[src/rtl/shared_reg_arbiter.sv]
// Round-robin write arbiter for one shared W-bit register with four requesters.
// A requester may lock the register for a burst of at most LOCK_MAX consecutive cycles.
module shared_reg_arbiter #(
    parameter int unsigned W        = 8,
    parameter int unsigned LOCK_MAX = 8
) (
    input  logic           CLK,
    input  logic           RESET,
    input  logic [3:0]     REQ,
    input  logic [3:0]     LOCK,
    input  logic [4*W-1:0] WDATA,
    output logic [3:0]     ACK,
    output logic [W-1:0]   Q,
    output logic [1:0]     LAST_ID,
    output logic           BUSY
);

    localparam int unsigned CntW = $clog2(LOCK_MAX);
    localparam logic [CntW-1:0] CntLast = CntW'(LOCK_MAX - 1);

    typedef enum logic {StIdle, StOwned} state_e;

    state_e          state_q, state_d;
    logic [1:0]      ptr_q, ptr_d;
    logic [1:0]      owner_q, owner_d;
    logic [CntW-1:0] cnt_q, cnt_d;
    logic [W-1:0]    q_q;
    logic [1:0]      last_q;

    logic            found;
    logic [1:0]      sel;
    logic [1:0]      cand;
    logic            ack_vld;
    logic [1:0]      ack_id;

    // First requester at or after ptr_q, wrapping modulo 4.
    always_comb begin
        found = 1'b0;
        sel   = ptr_q;
        cand  = ptr_q;
        for (int k = 0; k < 4; k++) begin
            cand = ptr_q + 2'(k);
            if (!found && REQ[cand]) begin
                found = 1'b1;
                sel   = cand;
            end
        end
    end

    always_comb begin
        ack_vld = 1'b0;
        ack_id  = sel;
        if (!RESET) begin
            if (state_q == StOwned) begin
                ack_id  = owner_q;
                ack_vld = REQ[owner_q];
            end else begin
                ack_id  = sel;
                ack_vld = found;
            end
        end
    end

    always_comb begin
        state_d = state_q;
        ptr_d   = ptr_q;
        owner_d = owner_q;
        cnt_d   = cnt_q;
        unique case (state_q)
            StIdle: begin
                if (found) begin
                    ptr_d = sel + 2'd1;
                    if (LOCK[sel]) begin
                        state_d = StOwned;
                        owner_d = sel;
                        cnt_d   = CntW'(1);
                    end
                end
            end
            StOwned: begin
                // Owned cycles count even when the owner drops REQ.
                if (!LOCK[owner_q] || cnt_q == CntLast) begin
                    state_d = StIdle;
                end else begin
                    cnt_d = cnt_q + CntW'(1);
                end
            end
        endcase
    end

    always_ff @(posedge CLK or posedge RESET) begin
        if (RESET) begin
            state_q <= StIdle;
            ptr_q   <= 2'd0;
            owner_q <= 2'd0;
            cnt_q   <= '0;
        end else begin
            state_q <= state_d;
            ptr_q   <= ptr_d;
            owner_q <= owner_d;
            cnt_q   <= cnt_d;
        end
    end

    always_ff @(posedge CLK or posedge RESET) begin
        if (RESET) begin
            q_q    <= '0;
            last_q <= 2'd0;
        end else if (ack_vld) begin
            q_q    <= WDATA[ack_id*W +: W];
            last_q <= ack_id;
        end
    end

    assign ACK     = ack_vld ? (4'b0001 << ack_id) : 4'b0000;
    assign Q       = q_q;
    assign LAST_ID = last_q;
    assign BUSY    = (state_q == StOwned);

endmodule
[config.mk]
export PLATFORM = sky130hd
export DESIGN_NAME = shared_reg_arbiter
export DESIGN_NICKNAME = d
export VERILOG_FILES = /design/src/rtl/shared_reg_arbiter.sv
export SDC_FILE = /design/constraint.sdc
export NUM_CORES = 1
export LEC_CHECK = 0
export BUFFER_PORTS_ARGS = -buffer_cell sky130_fd_sc_hd__buf_2
export CORE_ASPECT_RATIO = 0.9
export CORE_MARGIN = 10
export CORE_UTILIZATION = 44
export CTS_CLUSTER_SIZE = 12
export DETAILED_ROUTE_END_ITERATION = 7
export GPL_TIMING_DRIVEN = 0
export PLACE_DENSITY = 0.72
export SKIP_CTS_REPAIR_TIMING = 1
export SYNTH_ARGS = -nofsm -noshare
export SYNTH_HDL_FRONTEND = slang
export SYNTH_SLANG_ARGS = --single-unit
[constraint.sdc]
create_clock -name CLK -period 2.13 [get_ports CLK]
set_input_delay 0.1065 -clock CLK [delete_from_list [all_inputs] [get_ports CLK]]
set_output_delay 0.1065 -clock CLK [all_outputs]
set_load 0.005 [all_outputs]
=== Word level (Yosys, flattened, before mapping) ===
Index checks and enable logic that the tools add are counted.

* Register bits after elaboration: 18
* Logic and storage cells: 69
* Output and inout bits: 15
* Input port bits: 42

* Eq/ne operators: 4
* Shifts and indexed selects: 2
* Reduce and logical (&&, ||, !) cells: 11
* Bitwise logic cells: 1
* Order comparisons: 6
* Add/subtract/negate cells: 5
* Multiplexer cells: 34

{| class="wikitable"
|+ Operators with widths
! cell !! number
|-
| 32-bit by 6-bit variable part select with 8-bit output || 1
|-
| 2-bit by 3-bit < comparator with 1-bit output (second input constant) || 6
|-
| 1-bit 2-to-1 mux || 16
|-
| 1-bit binary-select mux with 2-bit select || 7
|-
| 2-bit 2-to-1 mux || 5
|-
| 3-bit 2-to-1 mux || 3
|-
| 2-bit inequality test (second input constant) || 3
|-
| 3-bit case mux with 2 select lines || 1
|-
| 3-bit AND reduction || 2
|-
| 2-bit by 1-bit adder with 2-bit output (second input constant) || 2
|-
| 2-bit adder (second input constant) || 2
|-
| 1-bit logical NOT || 4
|-
| 4-bit 2-to-1 mux || 1
|-
| 1-bit by 2-bit << shifter with 4-bit output (first input constant) || 1
|-
| 3-bit by 1-bit adder with 3-bit output (second input constant) || 1
|-
| 3-bit == test (second input constant) || 1
|-
| 1-bit logical AND || 3
|-
| 1-bit case mux with 2 select lines || 1
|-
| 2-bit AND reduction || 1
|-
| 1-bit logical OR || 1
|-
| 1-bit inverter || 1
|}

=== Depth between registers and ports, before layout ===
Gate-level depths: netlist (run 1).

* Depth in word-level cells: 17
* Depth in mapped cells: 8

=== Worst setup path after synthesis (run 1) ===
No wires, ideal clock.

* Path kind: reg-to-reg
* Start point: register ptr_q[0]
* End point: register owner_q[0]
* Path slack: 297 ps
* Stages on the path, launching flop included: 7
* Path buffers: 0
* Data arrival time: 1,709 ps
* Setup time: 125 ps
* Period minus slack after synthesis: 1,833 ps
* Cells stage by stage: dfrtp_1 > nor2b_2 > o21a_1 > o31a_1 > o31a_1 > nand2_1 > mux2_2

* Longest elaborated chain between the ends: 15
* Elaborated cells between the ends (all ways): 27

{| class="wikitable"
|+ Ends and longest elaborated chain
! element !! line !! source
|-
| from (decl) || 24 || <nowiki>logic [1:0] ptr_q, ptr_d;</nowiki>
|-
| from (signal assigned) || 99 || <nowiki>ptr_q <= ptr_d;</nowiki>
|-
| parallel branches: the longest is 15 deep, another holds 2-bit by 1-bit adder with 2-bit output || -- ||
|-
| to (signal assigned) || 100 || <nowiki>owner_q <= owner_d;</nowiki>
|-
| to (decl) || 25 || <nowiki>logic [1:0] owner_q, owner_d;</nowiki>
|}

Parallel ways; which one is timed is not known. The select of a mux whose other input is x is not followed.
A chain may end at the register's enable or synchronous reset.

=== Final worst setup path (run 1) ===
* Start point: register owner_q[0]
* End point: output ACK[0]

* Longest elaborated chain between the ends: 5
* Elaborated cells between the ends (all ways): 8

{| class="wikitable"
|+ Ends and longest elaborated chain
! element !! line !! source
|-
| 1-bit binary-select mux with 2-bit select || 56 || <nowiki>ack_vld = REQ[owner_q];</nowiki>
|-
| 1-bit 2-to-1 mux (implied by the code) || 56 ||
|-
| 1-bit 2-to-1 mux || 54 || <nowiki>if (state_q == StOwned) begin</nowiki>
|-
| 1-bit 2-to-1 mux || 53 || <nowiki>if (!RESET) begin</nowiki>
|-
| 4-bit 2-to-1 mux (*) || 115 || <nowiki>assign ACK = ack_vld ? (4'b0001 << ack_id) : 4'b0000;</nowiki>
|-
| to (decl) || 12 || <nowiki>output logic [3:0] ACK,</nowiki>
|}

Every way passes the cells marked *; elsewhere a longest branch is shown, timed or not. The select of a mux whose other input is x is not followed.

==> results of run 1 <==
area by class of cell:
type,instances,area [µm²]
well taps,44,55.1
inverters,5,18.8
fillers,327,1340
clock buffers,3,41.3
multi-input cells,148,1080
repair buffers,66,360
plain buffers,12,82.6
flip-flops and latches,18,452
per-layer routing:
layer | global-route usage [%] | vias to the layer above | part of all wire (%)
met5 | 0 | - | 0
met4 | 2.38 | 0 | 0.53
met3 | 3.91 | 4 | 5.0
met2 | 25.5 | 43 | 51
met1 | 17.1 | 828 | 44
li1 | - | 833 | -
cell usage after synthesis, types with 3 or more instances:
library cell and instances:
nor2b_1 5, o211ai_1 3, o221a_2 3, nor2_1 17
a22o_1 3, o221a_1 5, o21a_1 3, a31oi_1 13
dfrtp_1 18, buf_2 6, a21oi_1 5, a22oi_1 8
mux2i_1 10, nand2_1 24, o31a_1 3, mux2_2 9
o21ai_0 4, inv_1 5, clkbuf_1 4
cell families after synthesis:
group | synth area share [%]
adders and majority gates | 1.58
DFF | 28.4
buffers and inverters | 5.45
and+or+nand+nor | 19.7
AOI/OAI and AO/OA | 30.6
muxes | 14.1
how the worst max path moves through the flow:
stage | end
after floorplan | owner_q[0]
after global placement | ACK[0]
after detailed placement | owner_q[0]
after CTS | ACK[0]
after global routing | ACK[0]
final | ACK[0]
sequential cells by signal, summed over array words and instances, names as in the netlist:
register and cells:
BUSY 1, LAST_ID 2, ptr_q 2, cnt_q 3, owner_q 2, Q 8
power breakdown:
group	switching, µW	total (µW)	internal (µW)
sequential	124	645	521
combinational	994	1930	938
clock	116	242	126
worst max-delay path, stage by stage, from the launching register on:
cell     delay [ps]
dfrtp_1         340
buf_6           130
mux4_2          510
a22o_4          280
buf_4           170
and2_1          130
buf_2           120
metrics by stage:
step / std cells / worst slack (ps) / cell area, µm² / total power (µW) / util (%)
2_1_floorplan: 184 / 297 / 1580 / 1850 / -
3_3_place_gp: 282 / 127 / 1910 / 2310 / 55.7
3_5_place_dp: 282 / 136 / 1910 / 2340 / 55.7
4_1_cts: 285 / -125 / 1950 / 2590 / 56.9
5_1_grt: 296 / 10.1 / 2090 / 3040 / 60.9
6_report: 296 / 77.7 / 2090 / 2820 / 60.9
cells in the final DEF (no fill, tap or decap), drive strengths merged, types with 8 or more instances in the layout:
| cell type | n |
|---|---|
| buf | 74 |
| nand2 | 25 |
| dfrtp | 18 |
| nor2 | 17 |
| a31oi | 13 |
| mux2i | 10 |
| mux2 | 9 |
| a22oi | 8 |
| o221a | 8 |
==> flow_summary.ini, run 1 <==
[outcome]
status = complete, no violations

[critical_path]
critical_path.reg2reg.endpoint = Q[4]
timing.critical_path.arrival_ps = 1950
startpoint_type = register
r2r-start = ptr_q[1]
crit_type = register to output pin
setup.reg_to_reg.worst_slack_ps = 130
critPathCaptureType = output pin
critPathRequiredTime_ps = 2020
r2r_cells = 9
worst_path_fanout_max = 10
crit_path_start = owner_q[0]

[sta]
fin_skew_ps = 2.75
maxSlewHeadroom_pct = 45.1
worst_pin_slew_ps = 822
fin_hold_ws_ps = 16.4
setup-tns-final_ps = 0
post-route-min-period_ps = 2050
finalMaxSlewViolations = 0
min_period_over_period_pct = 96.4
report.final.setup_viol = 0
hold_viol_final = 0
rsz0062_at_grt = no
fmax_mhz = 487

[clocking]
cts_max_path_buffers = 2
tritoncts = built
cts_root_buffer = clkbuf_8
clock_sink_count = 18
numCtsBuffers = 3
clock_input_transition_at_the_sequential_cells_of_the_worst_setup_and_hold_paths_ps = 70
clkLatencyLatePin_ps = 250
ctsHtreeMaxLevel = 1

[synthesis]
number_of_distinct_standard_cells_referenced_by_the_synthesized_netlist = 47
number_of_enable_type_register_cells_in_the_synthesized_netlist = 0
post_synth.cell_area_avg_um2 = 8.61
main_flop_type_after_synthesis = dfrtp_1
yosysSeqAreaShare_pct = 28.4
synth_largest_area_cell = dfrtp_1
synth_async_reset_ratio_pct = 100
yosysWarnings = 0
synth_largest_type_area_fraction_pct = 28.4
synth.ff_latch_count = 18
netlist_area_um2 = 1580
netlist_instances = 184
synth_fp_nets = 228
synth.top_cells.by_area = dfrtp_1, mux2_2, mux2i_1, nand2_1, a31oi_1

[drt]
drt_wl_total_um = 5050
routed_via_density = 5.77
dr_total_vias = 1708
drc = 0
final_antenna_net_count = 0
detailed_router_iteration_count_before_antenna_repair = 4
average_wire_length_per_cell_after_detail_routing_um = 17.1
detail_route.iter0.violations = 92

[placement]
detailedPlacementHpwl_um = 3850
numPortBuffers = 54
gp_congestion = 0.853

[global_route]
grt_pass1_vias = 1645
overflow = 0
antenna_found_initial = 0
grt_max_degree = 20
grt_first_pass_wirelength_um = 7890
gr-usage-all-layers_pct = 14.4

[power]
vdd.ir_drop.worst_uv = 905
power-per-cell-area_nw_per_um2 = 1350
power_leakage_uw = 0.000949

[floorplanning]
area_inside_the_core_boundary_um2 = 3430
die-area_um2 = 6400
die_height_um = 76.9
initial_core_utilization_pct = 46.2
io_pins = 57
rows = 20
die_w_um = 83.2

[job]
max_cap_violations = 0

[final_layout]
antennaDiodeCount = 0
layout.nets = 298
areaGrowthSynthToFinish_pct = 31.9
drive_above_1_share_pct = 40.5

[min_path]
worst_hold_path_type = input pin to asynchronous set/reset pin
Note: power is estimated with default switching activity, not from simulation.
==> inputs of run 2 (changes only) <==
ABC_AREA = 1   (was not set)
PLACE_DENSITY = 0.71   (was 0.72)
clock period = 2.4 ns   (was 2.13 ns; I/O delays follow)
==> flow_summary.ini, run 2 <==
[outcome]
status = finished with violations
violations = hold timing

[placement]
numPortBuffers = 56
dp_worst_setup_slack_ps = 142
detailedPlacementHpwl_um = 3640
dpl_cell_area_um2 = 2040
dp_cells = 353
gp_congestion = 0.814

[critical_path]
worst_path_fanout_max = 7
critPathRequiredTime_ps = 2280
critical_path.reg2reg.endpoint = Q[7]
timing.critical_path.arrival_ps = 2270
setup.reg_to_reg.worst_slack_ps = 150
crit_type = register to output pin
r2r-start = ptr_q[0]
startpoint_type = register
r2r_cells = 19
critPathCaptureType = output pin
crit_path_start = ptr_q[1]

[sta]
maxSlewHeadroom_pct = 50.9
min_period_over_period_pct = 99.5
report.final.setup_viol = 0
hold_viol_final = 18
post-route-min-period_ps = 2390
fin_hold_ws_ps = -7.65
worst_pin_slew_ps = 735
finalMaxSlewViolations = 0
fin_skew_ps = 1.35
layout_setup_ws_ps = 11.4
setup-tns-final_ps = 0
rsz0062_at_grt = yes
fmax_mhz = 419

[synthesis]
synth.top_cells.by_area = dfrtp_1, nand2_1, nand3_1, nand2_2, nand2_4
synth.ff_latch_count = 18
yosysSeqAreaShare_pct = 26.4
synth_largest_type_area_fraction_pct = 26.4
synth_fp_nets = 295
netlist_area_um2 = 1700
synthMostInstantiatedCell = nand2_1
synth_async_reset_ratio_pct = 100
synth_top_cells_by_count = nand2_1, nand3_1, nand2_2
main_flop_type_after_synthesis = dfrtp_1
netlist_instances = 251
synth_largest_area_cell = dfrtp_1
post_synth.cell_area_avg_um2 = 6.79
number_of_distinct_standard_cells_referenced_by_the_synthesized_netlist = 30
number_of_enable_type_register_cells_in_the_synthesized_netlist = 0
yosysWarnings = 0

[final_layout]
mostFrequentLayoutCell = nand2_1
final_area_um2 = 2440
layout.cells.non_filler = 383
drive_above_1_share_pct = 45.4
most-common-layout-cells = nand2_1, buf_2, nand3_1
footprint_of_the_multi_input_gates_um2 = 1240
areaGrowthSynthToFinish_pct = 43.2
largest_register_ffs = 8
fillerInstances = 331
layout.nets = 382
antennaDiodeCount = 0
seq_area_um2 = 450

[global_route]
grt_pass1_vias = 1700
grt_first_pass_wirelength_um = 7580
gr-usage-all-layers_pct = 12.9
overflow = 0
antenna_found_initial = 0
grt_max_degree = 20

[drt]
average_wire_length_per_cell_after_detail_routing_um = 13.1
routed_via_density = 4.91
drt_wl_total_um = 5020
dr_total_vias = 1882
final_antenna_net_count = 0
detailed_router_iteration_count_before_antenna_repair = 4
drc = 0
detail_route.iter0.violations = 102

[floorplanning]
area_inside_the_core_boundary_um2 = 3730
die_w_um = 85.6
die-area_um2 = 6770
initial_core_utilization_pct = 45.7
rows = 21
io_pins = 57
die_height_um = 79.0

[clocking]
cts_root_buffer = clkbuf_8
tritoncts = built
numCtsBuffers = 3
clock_input_transition_at_the_sequential_cells_of_the_worst_setup_and_hold_paths_ps = 70
clkLatencyLatePin_ps = 260
clock_sink_count = 18
ctsHtreeMaxLevel = 1
cts_max_path_buffers = 2

[min_path]
worst_hold_path_type = input pin to asynchronous set/reset pin

[job]
max_cap_violations = 0

[power]
power_leakage_uw = 0.00137
vdd.ir_drop.worst_uv = 1010
power-per-cell-area_nw_per_um2 = 1910
[run 2: changes by cell type in the layout (fill, tap and decap cells not counted), moves of 4 or more]
cell,before,now
nor2b_1,5,0
nand3_1,2,28
nand2_2,1,23
buf_4,14,25
a21oi_1,5,1
o221a_1,5,0
mux2_2,9,0
nor2_1,17,6
nand2_1,24,106
a31oi_1,12,0
a22oi_1,8,0
mux2i_1,10,0
nand2_4,0,17
o21ai_0,4,9
[run 2: how the worst max path moves through the flow]
| stage | endpoint | slack (ps) | cells past startpoint |
|---|---|---|---|
| after floorplan | ACK[0] | 490 | 11 |
| after global placement | ACK[0] | 180 | 14 |
| after detailed placement | ACK[0] | 140 | 14 |
| after CTS | ACK[0] | -150 | 14 |
| after global routing | ACK[0] | -90 | 14 |
| final | ACK[0] | 10 | 14 |
[run 2: worst max-delay path, stage by stage, from the launching register on]
cell and delay (ps):
dfrtp_1 380, buf_6 140, inv_6 70, nand2_1 70, nand2_2 120, nand2_4 70, nand2_8 100, nor2_8 60
a41oi_4 270, nand2_2 100, nand2_4 140, inv_4 60, buf_8 120, nor3_4 150, buf_2 130
[run 2: layout make-up]
type,instances,share of cell area (%)
plain buffers,7,3.23
flip-flops and latches,18,18.5
repair buffers,83,19.8
inverters,14,2.97
clock buffers,4,2.26
well taps,46,2.36
multi-input cells,211,50.9
[run 2: cell families (layout without fill, tap and decap cells)]
| kind of cell | count (synthesis) | in the layout | share of synthesized area [%] |
|---|---|---|---|
| AO/OA/AOI/OAI | 16 | 16 | 7.71 |
| adder cells (fa/ha/maj) | 2 | 2 | 1.47 |
| buffers and inverters | 22 | 108 | 8.00 |
| flip-flops | 18 | 18 | 26.4 |
| AND/OR/NAND/NOR | 193 | 193 | 56.4 |
[run 2: routing by layer]
layer  share of wire (%)  vias to the layer above  global-route usage, %
met5                   0                        -                      0
met4                 1.4                        0                   3.45
met3                 5.4                        7                   3.37
met2                  46                       56                   19.4
met1                  47                      837                   17.7
li1                    -                      982                      -
[run 2: metrics by stage]
stage	util (%)	hold WS (ps)	total power [µW]
final	65.4	-7.65	4660
after global routing	65.4	55.8	5100
after CTS	56.2	3.89	3790
after detailed placement	54.7	280	3530
after global placement	54.7	283	3480
after floorplan	-	66.9	2900
[run 2: power by group]
group          leakage (µW)  switching (µW)  internal (µW)  total (µW)
sequential         0.000225             115            462         577
combinational       0.00112            2210           1620        3830
clock             0.0000288             107            146         253
total               0.00137            2430           2230        4660
